`config.mk`:
```
export PLATFORM = sky130hd
export DESIGN_NAME = ex_stage_flat
export DESIGN_NICKNAME = d
export VERILOG_FILES = /design/src/rtl/ex_stage_if.sv /design/src/rtl/ex_stage.sv /design/src/flat_wrapper.sv
export SDC_FILE = /design/constraint.sdc
export NUM_CORES = 1
export LEC_CHECK = 0
export ABC_CLOCK_PERIOD_IN_PS = 6200
export CAP_MARGIN = 10
export CELL_PAD_IN_SITES_DETAIL_PLACEMENT = 0
export CELL_PAD_IN_SITES_GLOBAL_PLACEMENT = 1
export CORE_UTILIZATION = 25
export DETAILED_ROUTE_END_ITERATION = 8
export PLACE_DENSITY = 0.67
export SYNTH_ARGS = -nofsm -noshare
export SYNTH_HDL_FRONTEND = slang
export SYNTH_SLANG_ARGS = --single-unit
```
`constraint.sdc`:
```
create_clock -name clk -period 6.2 [get_ports clk]
set_input_delay 1.24 -clock clk [delete_from_list [all_inputs] [get_ports clk]]
set_output_delay 1.24 -clock clk [all_outputs]
set_load 0.03 [all_outputs]
```
`src/rtl/ex_stage_if.sv`:
```
// Execute-stage bundle: ID/EX entry and decoder controls in, registered EX/WB
// results and condition codes out.
interface ex_stage_if #(
  parameter int unsigned DW = 8
);
  logic          in_valid;
  logic          stall;
  logic          flush;
  logic [3:0]    alu_control;
  logic          se2;
  logic [1:0]    se3;
  logic [DW-1:0] op_a;
  logic [DW-1:0] op_b;
  logic          flag_we;
  logic [1:0]    rd_in;
  logic          wb_in;
  logic          int_save;
  logic          int_restore;
  logic          ex_valid;
  logic [DW-1:0] ex_result;
  logic [1:0]    ex_rd;
  logic          ex_wb;
  logic [3:0]    ccr;
  logic [3:0]    ccr_shadow;

  modport master (
    output in_valid, stall, flush, alu_control, se2, se3, op_a, op_b, flag_we,
           rd_in, wb_in, int_save, int_restore,
    input  ex_valid, ex_result, ex_rd, ex_wb, ccr, ccr_shadow
  );

  modport slave (
    input  in_valid, stall, flush, alu_control, se2, se3, op_a, op_b, flag_we,
           rd_in, wb_in, int_save, int_restore,
    output ex_valid, ex_result, ex_rd, ex_wb, ccr, ccr_shadow
  );
endinterface

```
`src/rtl/ex_stage.sv`:
```
// Execute stage: ALU, result select and EX/WB register, plus the {V,C,N,Z}
// condition-code register with a one-deep interrupt shadow copy.
module ex_stage #(
  parameter int unsigned DW = 8
) (
  input logic         clk,
  input logic         rst,
  ex_stage_if.slave   bus
);
  localparam logic [3:0] OpAdd  = 4'h2;
  localparam logic [3:0] OpSub  = 4'h3;
  localparam logic [3:0] OpAnd  = 4'h4;
  localparam logic [3:0] OpOr   = 4'h5;
  localparam logic [3:0] OpRlc  = 4'h6;
  localparam logic [3:0] OpRrc  = 4'h7;
  localparam logic [3:0] OpSetc = 4'h8;
  localparam logic [3:0] OpClrc = 4'h9;
  localparam logic [3:0] OpNot  = 4'hA;
  localparam logic [3:0] OpNeg  = 4'hB;
  localparam logic [3:0] OpInc  = 4'hC;
  localparam logic [3:0] OpDec  = 4'hD;
  localparam logic [DW-1:0] MsbOnly = {1'b1, {(DW-1){1'b0}}};

  logic          valid_q, wb_q;
  logic [DW-1:0] result_q, result_d;
  logic [1:0]    rd_q;
  logic [3:0]    ccr_q, ccr_d, shadow_q;

  logic [DW-1:0] a, b, alu_res;
  logic [DW:0]   ext;
  logic          c_n, v_n, zn_we, flag_op, flag_upd;

  always_comb begin
    a       = bus.op_a;
    b       = bus.se2 ? DW'(1) : bus.op_b;
    alu_res = '0;
    ext     = '0;
    c_n     = ccr_q[2];
    v_n     = ccr_q[3];
    zn_we   = 1'b0;
    flag_op = 1'b1;
    case (bus.alu_control)
      OpAdd: begin
        ext     = {1'b0, a} + {1'b0, b};
        alu_res = ext[DW-1:0];
        c_n     = ext[DW];
        v_n     = (a[DW-1] == b[DW-1]) && (alu_res[DW-1] != a[DW-1]);
        zn_we   = 1'b1;
      end
      OpSub: begin
        alu_res = a - b;
        c_n     = a < b;
        v_n     = (a[DW-1] != b[DW-1]) && (alu_res[DW-1] != a[DW-1]);
        zn_we   = 1'b1;
      end
      OpAnd: begin alu_res = a & b; zn_we = 1'b1; end
      OpOr:  begin alu_res = a | b; zn_we = 1'b1; end
      // Rotates take carry-in from the registered flag, not this cycle's result.
      OpRlc: begin alu_res = {b[DW-2:0], ccr_q[2]}; c_n = b[DW-1]; zn_we = 1'b1; end
      OpRrc: begin alu_res = {ccr_q[2], b[DW-1:1]}; c_n = b[0];    zn_we = 1'b1; end
      OpSetc: c_n = 1'b1;
      OpClrc: c_n = 1'b0;
      OpNot: begin alu_res = ~b; zn_we = 1'b1; end
      OpNeg: begin
        alu_res = '0 - b;
        c_n     = b != '0;
        v_n     = b == MsbOnly;
        zn_we   = 1'b1;
      end
      OpInc: begin
        ext     = {1'b0, b} + {{DW{1'b0}}, 1'b1};
        alu_res = ext[DW-1:0];
        c_n     = ext[DW];
        v_n     = ~b[DW-1] & alu_res[DW-1];
        zn_we   = 1'b1;
      end
      OpDec: begin
        alu_res = b - DW'(1);
        c_n     = b == '0;
        v_n     = b[DW-1] & ~alu_res[DW-1];
        zn_we   = 1'b1;
      end
      default: flag_op = 1'b0;
    endcase

    ccr_d = {v_n, c_n,
             zn_we ? alu_res[DW-1]    : ccr_q[1],
             zn_we ? (alu_res == '0)  : ccr_q[0]};

    unique case (bus.se3)
      2'd0: result_d = alu_res;
      2'd1: result_d = bus.op_a;
      2'd2: result_d = bus.op_b;
      default: result_d = '0;
    endcase

    flag_upd = bus.in_valid & bus.flag_we & ~bus.stall & ~bus.flush & flag_op;
  end

  always_ff @(posedge clk) begin
    if (rst) begin
      valid_q  <= 1'b0;
      result_q <= '0;
      rd_q     <= '0;
      wb_q     <= 1'b0;
      ccr_q    <= '0;
      shadow_q <= '0;
    end else begin
      if (bus.flush) begin
        valid_q  <= 1'b0;
        wb_q     <= 1'b0;
        result_q <= result_d;
        rd_q     <= bus.rd_in;
      end else if (!bus.stall) begin
        valid_q  <= bus.in_valid;
        wb_q     <= bus.wb_in;
        result_q <= result_d;
        rd_q     <= bus.rd_in;
      end

      // A simultaneous save and restore is a restore from the old shadow.
      if (bus.int_save && !bus.int_restore) begin
        shadow_q <= ccr_q;
      end

      if (bus.int_restore && (!bus.stall || bus.flush)) begin
        ccr_q <= shadow_q;
      end else if (flag_upd) begin
        ccr_q <= ccr_d;
      end
    end
  end

  assign bus.ex_valid   = valid_q;
  assign bus.ex_result  = result_q;
  assign bus.ex_rd      = rd_q;
  assign bus.ex_wb      = wb_q;
  assign bus.ccr        = ccr_q;
  assign bus.ccr_shadow = shadow_q;
endmodule

```
`src/flat_wrapper.sv`:
```
// flat-port wrapper written by rule: the top's interface ports become plain ports
module ex_stage_flat 
#(
  parameter int unsigned DW = 8
)
  (clk, rst, bus_in_valid, bus_stall, bus_flush, bus_alu_control, bus_se2, bus_se3, bus_op_a, bus_op_b, bus_flag_we, bus_rd_in, bus_wb_in, bus_int_save, bus_int_restore, bus_ex_valid, bus_ex_result, bus_ex_rd, bus_ex_wb, bus_ccr, bus_ccr_shadow);
  ex_stage_if #(.DW(DW)) bus_i ();
  input logic clk;
  input logic rst;
  input wire logic [$bits(bus_i.in_valid)-1:0] bus_in_valid;
  input wire logic [$bits(bus_i.stall)-1:0] bus_stall;
  input wire logic [$bits(bus_i.flush)-1:0] bus_flush;
  input wire logic [$bits(bus_i.alu_control)-1:0] bus_alu_control;
  input wire logic [$bits(bus_i.se2)-1:0] bus_se2;
  input wire logic [$bits(bus_i.se3)-1:0] bus_se3;
  input wire logic [$bits(bus_i.op_a)-1:0] bus_op_a;
  input wire logic [$bits(bus_i.op_b)-1:0] bus_op_b;
  input wire logic [$bits(bus_i.flag_we)-1:0] bus_flag_we;
  input wire logic [$bits(bus_i.rd_in)-1:0] bus_rd_in;
  input wire logic [$bits(bus_i.wb_in)-1:0] bus_wb_in;
  input wire logic [$bits(bus_i.int_save)-1:0] bus_int_save;
  input wire logic [$bits(bus_i.int_restore)-1:0] bus_int_restore;
  output wire logic [$bits(bus_i.ex_valid)-1:0] bus_ex_valid;
  output wire logic [$bits(bus_i.ex_result)-1:0] bus_ex_result;
  output wire logic [$bits(bus_i.ex_rd)-1:0] bus_ex_rd;
  output wire logic [$bits(bus_i.ex_wb)-1:0] bus_ex_wb;
  output wire logic [$bits(bus_i.ccr)-1:0] bus_ccr;
  output wire logic [$bits(bus_i.ccr_shadow)-1:0] bus_ccr_shadow;
  assign bus_i.in_valid = bus_in_valid;
  assign bus_i.stall = bus_stall;
  assign bus_i.flush = bus_flush;
  assign bus_i.alu_control = bus_alu_control;
  assign bus_i.se2 = bus_se2;
  assign bus_i.se3 = bus_se3;
  assign bus_i.op_a = bus_op_a;
  assign bus_i.op_b = bus_op_b;
  assign bus_i.flag_we = bus_flag_we;
  assign bus_i.rd_in = bus_rd_in;
  assign bus_i.wb_in = bus_wb_in;
  assign bus_i.int_save = bus_int_save;
  assign bus_i.int_restore = bus_int_restore;
  assign bus_ex_valid = bus_i.ex_valid;
  assign bus_ex_result = bus_i.ex_result;
  assign bus_ex_rd = bus_i.ex_rd;
  assign bus_ex_wb = bus_i.ex_wb;
  assign bus_ccr = bus_i.ccr;
  assign bus_ccr_shadow = bus_i.ccr_shadow;
  ex_stage #(.DW(DW)) u_core (.clk(clk), .rst(rst), .bus(bus_i));
endmodule
```
== After elaboration in Yosys (flattened, before gate mapping) ==
Cells that the tools add are included.

* Register bits: 20
* Input port bits: 34
* Logic and storage cells: 83

* $add $sub $neg: 5
* Magnitude comparators: 1
* Equality and inequality tests: 20
* Mux-type cells: 15
* Bitwise gates (word level): 13
* Reduce and logical (&&, ||, !) cells: 21

{| class="wikitable"
|+ Operators with widths
! operator !! count
|-
| $pmux 8 s10 || 1
|-
| $eq 4x4->1 const B || 6
|-
| $mux 8 || 3
|-
| $pmux 8 s3 || 1
|-
| $eq 4x3->1 const B || 4
|-
| $logic_not 8->1 || 2
|-
| $reduce_or 12->1 || 1
|-
| $reduce_bool 10->1 || 1
|-
| $reduce_or 10->1 || 1
|-
| $add 8x1->9 const B || 1
|-
| $add 8x8->9 || 1
|-
| $pmux 1 s9 || 1
|-
| $and 8x8->8 || 1
|-
| $eq 4x2->1 const B || 2
|-
| $eq 8x8->1 const B || 1
|-
| $lt 8x8->1 || 1
|-
| $mux 4 || 2
|-
| $not 8->8 || 1
|-
| $or 8x8->8 || 1
|-
| $reduce_bool 8->1 || 1
|-
| $sub 1x8->8 const A || 1
|-
| $sub 8x1->8 const B || 1
|-
| $sub 8x8->8 || 1
|-
| $and 1x1->1 || 6
|-
| other kinds (17) || 33
|}

== Longest topological paths before layout ==
* Word-level depth: 7
* Gate-level depth with buffers: 13
* Gate-level depth less buffers: 11

== Worst setup path after synthesis ==
OpenSTA, ideal clock, no wires.

* Path type: input-to-reg
* From: input bus_se2
* To: register u_core.result_q[7], in the netlist u_core.bus.ex_result[7]
* Arrival time: 3.813 ns
* Data required time: 6.066 ns
* Slack: 2.252 ns
* Cell stages on the path: 11
* Cells stage by stage: buf_4 -> clkbuf_1 -> nand2b_1 -> ha_1 -> or2_1 -> o32a_1 -> a311o_1 -> a221o_1 -> a221o_1 -> o31ai_1 -> a211oi_1

* Word-level cells in the longest chain between the ends: 6

{| class="wikitable"
|+ Ends and longest elaborated chain
! what !! RTL line !! text
|-
| start: declaration || flat_wrapper.sv:14 || <nowiki>input wire logic [$bits(bus_i.se2)-1:0] bus_se2;</nowiki>
|-
| $mux 8 (*) || ex_stage.sv:35 || <nowiki>b = bus.se2 ? DW'(1) : bus.op_b;</nowiki>
|-
| $sub 8x1->8 (tied with other cells) || ex_stage.sv:78 || <nowiki>alu_res = b - DW'(1);</nowiki>
|-
| $pmux 8 s10 (*) || ex_stage.sv:42 || <nowiki>case (bus.alu_control)</nowiki>
|-
| $pmux 8 s3 (*) || ex_stage.sv:90 || <nowiki>unique case (bus.se3)</nowiki>
|-
| $mux 8 || ex_stage.sv:114 || <nowiki>end else if (!bus.stall) begin</nowiki>
|-
| $mux 8 (*) || ex_stage.sv:109 || <nowiki>if (bus.flush) begin</nowiki>
|-
| end signal: assignment || ex_stage.sv:112 || <nowiki>result_q <= result_d;</nowiki>
|-
| end signal: assignment || ex_stage.sv:117 || <nowiki>result_q <= result_d;</nowiki>
|-
| end: declaration || ex_stage.sv:25 || <nowiki>logic [DW-1:0] result_q, result_d;</nowiki>
|}

Mark *: on every way between the ends. The rest lies on a longest branch, timed or not. The select of a mux whose other input is x is not followed.
A chain may end at the register's enable or synchronous reset.

== Worst setup path after layout ==
Ends and elaborated chain as after synthesis.

==> out/metrics.csv <==
metric;value;unit
wl;11600;µm
drive_above_1_share;0.0622;
r2r-start;u_core.bus.ccr[2];
synthMuxAreaShare;0.0163;
clockBufferDepth;2;
synth_cells;429;
postCtsSetupBuffers;0;
criticalPathCategory;in -> reg;
fin_tns_setup;0;ns
ys_warn_count;0;
rows;40;
intPower;0.363;mW
switching_share;0.350;
fin_skew;0.00282;ns
synth_top_family_by_area;simple AND/OR/NAND/NOR gates;
drc;1;
cts-root-buf;clkbuf_16;
grt_pass1_wl;18500;µm
grt_start_max_net_pins;30;
crit_fanout;17;
grtUsageMet1;0.267;
antenna_found_initial;0;
synth_area;3060;µm²
rsz0062_at_grt;no;
yosys-top-cells-area;dfxtp_1, ha_1, a21oi_1;
cp.arrival;4.66;ns
post-route-util;0.321;
p_switching;0.195;mW
cts_buffers;3;
crit_start;bus_se2;
clock.fmax;219;MHz
ctsHoldBuffers;0;
antenna_left;0;
fp.dieW;113;µm
p_leak;1.49;nW
finalSetupViolCount;0;
path_cells;clkdlybuf4s50_1 -> nand2b_1 -> ha_1 -> or2_1 -> o32a_1 -> a311o_1 -> a221o_1 -> a221o_1 -> o31ai_1 -> a211oi_1;
busiest_layer;met2;
hold_path.class;reg -> reg;
diodes;0;
dr.pass1.iters;8;
fin_crit_sh;0.736;
synth-simple-area-share;0.324;
synthAdderAreaFrac;0.111;
setup_ws;1.64;ns
ctsResizeCount;0;
fin_total_pwr;0.558;mW
grt_pass1_vias;3400;
clock_power_share;0.316;
grt_overflow_total;0;
cap_violations;0;
syn_nets;489;
fp.dieH;113;µm
fillCellCount;1304;
synth_commonest_cells;nand2_1, a21oi_1, nor2_1, clkbuf_1, inv_1;
syn_avg_cell_area;7.14;µm²
synth_edf_count;0;
wl_per_cell;19.0;µm
coreArea;12000;µm²
worstPathRequired;6.30;ns
synth_top_area_share;0.131;
endpoint_kind;flip-flop;
min_from;u_core.bus.ex_rd[1];
met2_usage;0.287;
numClockSinks;20;
fin_nets;527;
slew_viol_final;0;
place_hpwl;8900;µm
relSlewSlack;0.179;
place_ws;1.44;ns
grt_usage;0.184;
syn2layout_area_growth;25.5;%
ys_types;64;
synth_largest_area_cell;dfxtp_1;
drt_iter0_markers;287;
start_kind;input port;
place_congestion;0.923;
power_frac_seq;0.251;
viasPerCell;5.77;
finalHoldViolations;0;
synth_compound_area_frac;0.312;
power_density;145;nW/µm²
cts_tree;done;
htree_num_levels;1;
clk_pin_slew;0.06;ns
tightest_slew;1.22;ns
start_util;0.256;
post-synth-top-count-cell;nand2_1;
power_frac_comb;0.432;
ys_async_sr_fraction;0;
path_common_cell;a221o_1;
placement.io_buffers;53;
insertion_delay;0.25;ns
ir_drop;0.0865;mV
pin_count;54;
die-area;12700;µm²
outcome;finished, violations left;
violations;design-rule violations;
slowest_stage;clkdlybuf4s50_1;
synth_flop_cell;dfxtp_1;
critPathMaxStageDelay;0.72;ns
vias;3539;
ys_seq_elements;20;
use_met3;0.00810;
finalCriticalPeriod;4.56;ns
synth_xor_area_frac;0.0343;
ys_seq_area_frac;0.131;
final timing paths:
| check | endpoint | slack [ns] | depth (start not counted) |
|---|---|---|---|
| max reg2reg | u_core.bus.ex_result[7] | 4.34 | 7 |
| min | u_core.bus.ex_rd[1] | 0.45 | 2 |
| min reg2reg | u_core.bus.ex_rd[1] | 0.45 | 2 |
| max | u_core.bus.ex_result[7] | 1.64 | 10 |
registers in the layout (all words and copies together) (netlist names):
name and count:
u_core.bus.ex_rd 2, u_core.bus.ex_result 8, u_core.bus.ccr_shadow 4, u_core.bus.ccr 4
u_core.bus.ex_wb 1, u_core.bus.ex_valid 1
routing by layer:
metal / wire (µm) / vias to the layer above
li1: - / 1685
met1: 5520 / 1686
met2: 5100 / 144
met3: 661 / 24
met4: 351 / 0
met5: 0 / -
power by group through the flow:
stage / sequential, mW / clock [mW] / combinational, mW
after floorplan: 0.156 / 0 / 0.137
after global placement: 0.143 / 0 / 0.237
after detailed placement: 0.143 / 0 / 0.237
after CTS: 0.140 / 0.180 / 0.238
after global routing: 0.141 / 0.188 / 0.262
final: 0.140 / 0.177 / 0.241
logic make-up (layout without fill, tap and decap cells):
| family | count (synthesis) | in the layout |
|---|---|---|
| simple gates | 176 | 176 |
| mux | 5 | 5 |
| flops | 20 | 20 |
| xor+xnor | 12 | 12 |
| compound gates | 133 | 133 |
| fa+ha+maj | 26 | 26 |
| buf+inv | 57 | 94 |
critical path, delay by kind of cell:
kind / cells / cell delay, ns
AOI/OAI and AO/OA: 6 / 1.72
buffers and inverters: 1 / 0.72
and+or+nand+nor: 2 / 0.69
adders and majority gates: 1 / 0.28
per-stage QoR:
step / hold WS (ns) / instances / cell area, µm²
2_1_floorplan: 0.579 / 429 / 3060
4_1_cts: 0.454 / 613 / 3840
6_report: 0.450 / 613 / 3840
5_1_grt: 0.489 / 613 / 3840
3_3_place_gp: 0.441 / 609 / 3740
3_5_place_dp: 0.445 / 609 / 3740
layout make-up:
cell class / instances / area, µm² / share of cell area
inverter: 26 / 97.6 / 0.0254
multi-input combinational: 352 / 2440 / 0.636
tap: 147 / 184 / 0.0479
timing repair buffer: 64 / 613 / 0.160
clock buffer: 3 / 75.1 / 0.0195
sequential: 20 / 400 / 0.104
clock inverter: 1 / 30.0 / 0.00782
cell usage in the layout (no fill, tap or decap), drive strengths merged, types with 6 or more instances in the layout:
master         count
nor2b             14
dfxtp             20
nor2              31
nor4               6
nand3             10
clkdlybuf4s50     53
inv               26
or2                8
and3b              7
xnor2              7
nand2b            12
o211ai             6
ha                24
or3                6
buf               11
nand2             36
a211oi            15
nor3              12
a21o               6
o21ai             17
a21oi             32
Power figures use the tool's default switching activity.
